## src/rtl/apb_slave_mem_if.sv

```systemverilog
// APB3 completer bus bundle: requester drives select/enable/write/address/data,
// completer returns read data, ready and error.
interface apb_slave_mem_if #(
  parameter int ADDR_W = 16
);
  logic              psel_i;
  logic              penable_i;
  logic              pwrite_i;
  logic [ADDR_W-1:0] paddr_i;
  logic [31:0]       pwdata_i;
  logic [31:0]       prdata_o;
  logic              pready_o;
  logic              pslverr_o;

  modport master (
    output psel_i, penable_i, pwrite_i, paddr_i, pwdata_i,
    input  prdata_o, pready_o, pslverr_o
  );

  modport slave (
    input  psel_i, penable_i, pwrite_i, paddr_i, pwdata_i,
    output prdata_o, pready_o, pslverr_o
  );
endinterface

```

## src/rtl/apb_slave_mem.sv

```systemverilog
// APB3 completer with a word-addressed SRAM and WAIT_CYCLES programmable wait states.
// Optional APB_SLV_ERR_EN: out-of-range word index returns pslverr; otherwise index wraps.
module apb_slave_mem #(
  parameter int ADDR_W      = 16,
  parameter int DEPTH       = 64,
  parameter int WAIT_CYCLES = 2
) (
  input  logic             clk,
  input  logic             reset_n,
  apb_slave_mem_if.slave   bus
);
  localparam int IDX_W  = ADDR_W - 2;
  localparam int MEM_AW = (DEPTH > 1) ? $clog2(DEPTH) : 1;
  localparam logic [3:0] WAIT_INIT = 4'(WAIT_CYCLES);
  localparam bit         ZERO_WAIT = (WAIT_CYCLES == 0);

  typedef enum logic {IDLE, ACCESS} state_t;

  state_t              state_q, state_d;
  logic [3:0]          cnt_q, cnt_d;
  logic                pready_q, pready_d;
  logic                pslverr_q, pslverr_d;
  logic [31:0]         prdata_q, prdata_d;
  logic                lat_wr_q, lat_wr_d;
  logic                lat_err_q, lat_err_d;
  logic [MEM_AW-1:0]   lat_idx_q, lat_idx_d;
  logic [31:0]         lat_wdata_q, lat_wdata_d;
  logic                mem_we;
  logic                in_err;
  logic                setup;

  logic [31:0]         mem [DEPTH];

  logic [IDX_W-1:0]    in_idx;
  assign in_idx = bus.paddr_i[ADDR_W-1:2];
  assign setup  = bus.psel_i & ~bus.penable_i;

`ifdef APB_SLV_ERR_EN
  // Extra top bit keeps the compare exact when DEPTH == 2**IDX_W.
  assign in_err = {1'b0, in_idx} >= (IDX_W+1)'(DEPTH);
`else
  assign in_err = 1'b0;
`endif

  wire unused_ok = ^{bus.paddr_i[1:0], in_idx};

  always_comb begin
    state_d     = state_q;
    cnt_d       = cnt_q;
    pready_d    = pready_q;
    pslverr_d   = pslverr_q;
    prdata_d    = prdata_q;
    lat_wr_d    = lat_wr_q;
    lat_err_d   = lat_err_q;
    lat_idx_d   = lat_idx_q;
    lat_wdata_d = lat_wdata_q;
    mem_we      = 1'b0;
    case (state_q)
      IDLE: begin
        pready_d  = 1'b0;
        pslverr_d = 1'b0;
        if (setup) begin
          state_d     = ACCESS;
          cnt_d       = WAIT_INIT;
          lat_wr_d    = bus.pwrite_i;
          lat_err_d   = in_err;
          lat_idx_d   = in_idx[MEM_AW-1:0];
          lat_wdata_d = bus.pwdata_i;
          // Zero-wait: the access cycle itself is the completion, so read data
          // must come from the setup-phase address on this edge.
          if (ZERO_WAIT) begin
            pready_d  = 1'b1;
            pslverr_d = in_err;
            if (!bus.pwrite_i) prdata_d = in_err ? 32'h0 : mem[in_idx[MEM_AW-1:0]];
          end
        end
      end
      ACCESS: begin
        if (!bus.psel_i) begin
          state_d   = IDLE;
          pready_d  = 1'b0;
          pslverr_d = 1'b0;
        end else if (pready_q) begin
          if (bus.penable_i) begin
            state_d   = IDLE;
            pready_d  = 1'b0;
            pslverr_d = 1'b0;
            if (lat_wr_q) begin
              mem_we   = ~lat_err_q;
              prdata_d = 32'h0;
            end
          end
        end else begin
          cnt_d = cnt_q - 4'd1;
          if (cnt_q == 4'd1) begin
            pready_d  = 1'b1;
            pslverr_d = lat_err_q;
            if (!lat_wr_q) prdata_d = lat_err_q ? 32'h0 : mem[lat_idx_q];
          end
        end
      end
    endcase
  end

  always_ff @(posedge clk or negedge reset_n) begin
    if (!reset_n) begin
      state_q     <= IDLE;
      cnt_q       <= '0;
      pready_q    <= 1'b0;
      pslverr_q   <= 1'b0;
      prdata_q    <= '0;
      lat_wr_q    <= 1'b0;
      lat_err_q   <= 1'b0;
      lat_idx_q   <= '0;
      lat_wdata_q <= '0;
    end else begin
      state_q     <= state_d;
      cnt_q       <= cnt_d;
      pready_q    <= pready_d;
      pslverr_q   <= pslverr_d;
      prdata_q    <= prdata_d;
      lat_wr_q    <= lat_wr_d;
      lat_err_q   <= lat_err_d;
      lat_idx_q   <= lat_idx_d;
      lat_wdata_q <= lat_wdata_d;
    end
  end

  // Storage is deliberately not reset.
  always_ff @(posedge clk) begin
    if (mem_we) mem[lat_idx_q] <= lat_wdata_q;
  end

  assign bus.prdata_o  = prdata_q;
  assign bus.pready_o  = pready_q;
  assign bus.pslverr_o = pslverr_q;
endmodule

```

## src/flat_wrapper.sv

```systemverilog
// flat-port wrapper written by rule: the top's interface ports become plain ports
module apb_slave_mem_flat 
#(
  parameter int ADDR_W      = 16,
  parameter int DEPTH       = 64,
  parameter int WAIT_CYCLES = 2
)
  (clk, reset_n, bus_psel_i, bus_penable_i, bus_pwrite_i, bus_paddr_i, bus_pwdata_i, bus_prdata_o, bus_pready_o, bus_pslverr_o);
  apb_slave_mem_if #(.ADDR_W(ADDR_W)) bus_i ();
  input  logic clk;
  input  logic reset_n;
  input wire logic [$bits(bus_i.psel_i)-1:0] bus_psel_i;
  input wire logic [$bits(bus_i.penable_i)-1:0] bus_penable_i;
  input wire logic [$bits(bus_i.pwrite_i)-1:0] bus_pwrite_i;
  input wire logic [$bits(bus_i.paddr_i)-1:0] bus_paddr_i;
  input wire logic [$bits(bus_i.pwdata_i)-1:0] bus_pwdata_i;
  output wire logic [$bits(bus_i.prdata_o)-1:0] bus_prdata_o;
  output wire logic [$bits(bus_i.pready_o)-1:0] bus_pready_o;
  output wire logic [$bits(bus_i.pslverr_o)-1:0] bus_pslverr_o;
  assign bus_i.psel_i = bus_psel_i;
  assign bus_i.penable_i = bus_penable_i;
  assign bus_i.pwrite_i = bus_pwrite_i;
  assign bus_i.paddr_i = bus_paddr_i;
  assign bus_i.pwdata_i = bus_pwdata_i;
  assign bus_prdata_o = bus_i.prdata_o;
  assign bus_pready_o = bus_i.pready_o;
  assign bus_pslverr_o = bus_i.pslverr_o;
  apb_slave_mem #(.ADDR_W(ADDR_W), .DEPTH(DEPTH), .WAIT_CYCLES(WAIT_CYCLES)) u_core (.clk(clk), .reset_n(reset_n), .bus(bus_i));
endmodule
```

## config.mk

```make
export PLATFORM = sky130hd
export DESIGN_NAME = apb_slave_mem_flat
export DESIGN_NICKNAME = d
export VERILOG_FILES = /design/src/rtl/apb_slave_mem_if.sv /design/src/rtl/apb_slave_mem.sv /design/src/flat_wrapper.sv
export SDC_FILE = /design/constraint.sdc
export NUM_CORES = 2
export LEC_CHECK = 0
export CAP_MARGIN = 20
export CELL_PAD_IN_SITES_DETAIL_PLACEMENT = 1
export CELL_PAD_IN_SITES_GLOBAL_PLACEMENT = 1
export CORE_ASPECT_RATIO = 1.5
export CORE_MARGIN = 2
export CORE_UTILIZATION = 49
export DETAILED_ROUTE_END_ITERATION = 12
export PLACE_DENSITY = 0.84
export SLEW_MARGIN = 20
export SYNTH_ARGS = -nofsm -noshare
export SYNTH_HDL_FRONTEND = slang
export SYNTH_SLANG_ARGS = --single-unit
```

## constraint.sdc

```tcl
create_clock -name clk -period 3.6 [get_ports clk]
set_input_delay 0.36 -clock clk [delete_from_list [all_inputs] [get_ports clk]]
set_output_delay 0.36 -clock clk [all_outputs]
set_load 0.01 [all_outputs]
```

==> impl_results.md <==
* Status: complete, but fails checks
* Failing checks: negative setup slack
* FF/Latch Area at 63,500 µm²
* Io pins at 87
* Routed vias at 51,700
* CP endpoint kind: flip-flop
* Synth Net Count at 4,530
* Post-synth ARST share at 0.0362
* Largest net degree at the start of global routing at 71
* Worst path arrival time at 4.76 ns
* DIE HEIGHT at 505 µm
* EDFF count, synth at 2,048
* Clock tree buffer depth at 3
* Final min period at 4.05 ns
* Pint at 42.5 mW
* Slew @ Worst Pin at 1.44 ns
* Final worst slack at -0.452 ns
* Combinational Power Share at 0.182
* Max Slew Vio Count at 0
* GPL Wtd Cong at 0.865
* H-tree Lvls at 4
* Peak VDD IR at 0.000792 V
* WP data required at 4.31 ns
* Final Cycle Share at 1.13
* Sequential-to-total area share from yosys stat at 0.774
* CTS clk-pin slew, worst paths at 0.09 ns
* Area growth syn-to-layout at 14.4%
* Design Power at 62.5 mW
* Max capacitance violation total at 0
* Cells along the critical path: buf_12 -> buf_12 -> buf_12 -> mux2i_1 -> o22ai_1 -> o21ai_0 -> nand3_1 -> nor3_1 -> o21ai_0
* Mux cell area share after synthesis at 0.133
* Crit path kind: flip-flop to flip-flop
* Synth warn at 0
* CP max-delay cell: nand3_1
* Share of layout cells above drive strength 1 at 0.152
* Initial antenna violation count at 19
* Clk sinks at 2,125
* First-pass GRT wire length at 390 mm
* Die area at 171,000 µm²
* Largest family of logic cells by synthesized area: multiplexers
* Fillcell total at 14,400
* Top cells by area, synth: edfxtp_1 (75%), mux2i_1 (11%), dfrtp_1 (2.4%), a22oi_1 (2.3%), mux4_2 (2.3%)
* Port-buffer cells at 75
* Starting Density at 0.494
* Net Switching at 19.9 mW
* Most frequent cells after synthesis: edfxtp_1 (2,048), mux2i_1 (863), a22oi_1 (252)
* Reg power frac at 0.484
* CP most frequent cell: buf_12
* Post-place setup slack at 0.305 ns
* FP Rows at 183
* Post-synthesis cell area at 82,000 µm²
* Net Sw Frac at 0.319
* DRT iter0 DRCs at 9,278
* Total iterations of the first detailed-routing run at 6
* Clock power share at 0.334
* Relative slew slack at 0.0397
* XOR/XNOR Fraction of Synth Area at 0.000214
* Footprint of the multi-input gates at 17,600 µm²
* Netlist cell types at 43
* Vias per cell at 7.30
* Clock root buffer: clkbuf_16
* Final setup fails at 12
* Area share of the largest cell type after synthesis at 0.750
* Vias in the first global route at 49,900
* Pleak at 31.5 nW
* Synth Flop Type: edfxtp_1
* Compound-gate portion of the synthesized area at 0.0413
* DRC violations left at 0
* Most frequent cell after synthesis: edfxtp_1
* Post-synthesis cell count at 4,475
* Simple-Gate Fraction of Synth Area at 0.0332
* Clk_skew at 0.0700 ns
* Syn_area_per_cell at 18.3 µm²
* Grt total ovfl at 0
* Nets at 4,776
* Routed len/inst at 44.8 µm
* Core area at 166,000 µm²
* Synthesized flop and latch total at 2,125
* Final Hold Viols at 0
* Startpoint Class: flip-flop
* CP max FO at 32
* Post-DP HPWL at 148 mm
* Routed Antenna Nets at 0
* Clock latency on the worst-skew pair at 0.88 ns
* Yosys top cell by area: edfxtp_1
* GRT Total Usage at 0.326
* Chip width at 338 µm
* Crit path largest cell delay at 0.89 ns
* Num CTS Buffers at 173
* Pwr dens at 667 nW/µm²
* Synth Area in Adders at 0.000305
* Total Wirelength at 317 mm
* Hold slack at 0.111 ns
* Max Fclk at 247 MHz
* TritonCTS clock tree: built
* HP Class: primary input to flip-flop
-- worst paths after layout --
kind                       slack, ns                      end  depth (start not counted)                    start
setup / recovery               -0.45   u_core.bus.prdata_o[9]                          9      u_core.lat_idx_q[0]
hold / removal                  0.11   u_core.lat_wdata_q[12]                          2         bus_pwdata_i[12]
setup reg to reg               -0.45   u_core.bus.prdata_o[9]                          9      u_core.lat_idx_q[0]
hold reg to reg                 0.52  u_core.bus.prdata_o[13]                          2  u_core.bus.prdata_o[13]
max in group asynchronous       2.52    u_core.lat_wdata_q[5]                          3                  reset_n
min in group asynchronous       0.18  u_core.bus.prdata_o[23]                          2                  reset_n
-- critical path, delay by kind of cell (launching register included) --
family                 cells  cell delay [ns]
and+or+nand+nor            2             1.38
AOI/OAI and AO/OA          3             0.82
buffers and inverters      3             0.61
muxes                      1             0.31
DFF                        1             0.74
-- metrics by stage --
stage          utilization  instance area (µm²)  TNS (ns)  instances
2_1_floorplan            -                82000         0       4475
3_3_place_gp         0.529                87900         0       6756
3_5_place_dp         0.529                87900         0       6756
4_1_cts              0.564                93600         0       7075
5_1_grt              0.565                93700    -0.864       7087
6_report             0.565                93700     -2.07       7089
-- registers in the layout (all words and copies together) (netlist names) --
name                 count
u_core.mem            2048
u_core.state_q           1
u_core.lat_wdata_q      32
u_core.cnt_q             4
u_core.lat_wr_q          1
u_core.bus.pready_o      1
u_core.bus.prdata_o     32
u_core.lat_idx_q         6
-- layer usage --
layer | wire (µm) | up-vias | track usage
met5 | 208 | - | 0
met4 | 33300 | 28 | 0.239
met3 | 39100 | 1532 | 0.0622
met2 | 148000 | 5859 | 0.528
met1 | 97200 | 26000 | 0.387
li1 | - | 18400 | -
-- placed cells by master (no fill, tap or decap), types with 6 or more instances in the layout --
| cell type | netlist | routed |
|---|---|---|
| clkdlybuf4s50_1 | 0 | 74 |
| clkbuf_16 | 0 | 176 |
| mux4_2 | 82 | 82 |
| buf_4 | 75 | 143 |
| dfrtp_1 | 77 | 42 |
| o21ai_0 | 40 | 40 |
| dfrtp_2 | 0 | 26 |
| clkinv_4 | 0 | 6 |
| a22oi_1 | 252 | 252 |
| nor3_1 | 30 | 30 |
| nor2_1 | 78 | 12 |
| o21ai_1 | 22 | 22 |
| buf_12 | 0 | 114 |
| nand2_1 | 200 | 200 |
| mux2i_1 | 863 | 863 |
| o22ai_1 | 58 | 58 |
| bufinv_16 | 0 | 16 |
| a22o_1 | 32 | 32 |
| clkinv_1 | 0 | 26 |
| edfxtp_1 | 2048 | 2048 |
| nand3_1 | 188 | 188 |
| mux2_2 | 40 | 40 |
| nand4_1 | 61 | 61 |
| dfrtp_4 | 0 | 9 |
| clkbuf_1 | 85 | 41 |
| clkinv_16 | 0 | 6 |
| nor2_4 | 0 | 66 |
| a21oi_1 | 100 | 100 |
| clkinv_2 | 0 | 27 |
| clkinvlp_4 | 0 | 9 |
-- kinds of logic after synthesis --
family                   after synthesis
flip-flops                          2125
AO/OA/AOI/OAI                        509
other                                  1
multiplexers                         985
XOR/XNOR                               2
adder cells (fa/ha/maj)                2
buffers and inverters                264
AND/OR/NAND/NOR                      587
-- power by group through the flow --
| stage | clock network (mW) | registers (mW) | logic, mW |
|---|---|---|---|
| floorplan | 0 | 30.1 | 5.11 |
| global placement | 0 | 30.3 | 9.33 |
| detailed placement | 0 | 30.5 | 9.85 |
| CTS | 19.8 | 30.0 | 10.4 |
| global route | 21.3 | 30.1 | 11.3 |
| finish | 20.9 | 30.2 | 11.4 |
-- what timing repair did --
item,in CTS,in global routing
endpoints found under the hold margin,49,0
gates resized for setup,0,0
buffers inserted,0,9
hold buffers,1,0
setup endpoints to repair,0,2
-- area by class of cell --
| cell class | instances | share of cell area |
|---|---|---|
| sequential | 2125 | 0.677 |
| multi-input combinational | 2086 | 0.188 |
| clock buffer | 220 | 0.0491 |
| timing repair buffer | 332 | 0.0438 |
| tap | 2220 | 0.0296 |
| clock inverter | 98 | 0.0118 |
| antenna | 5 | 0.000133 |
| inverter | 3 | 0.000120 |
No activity file was read; power rests on OpenSTA's default activity.
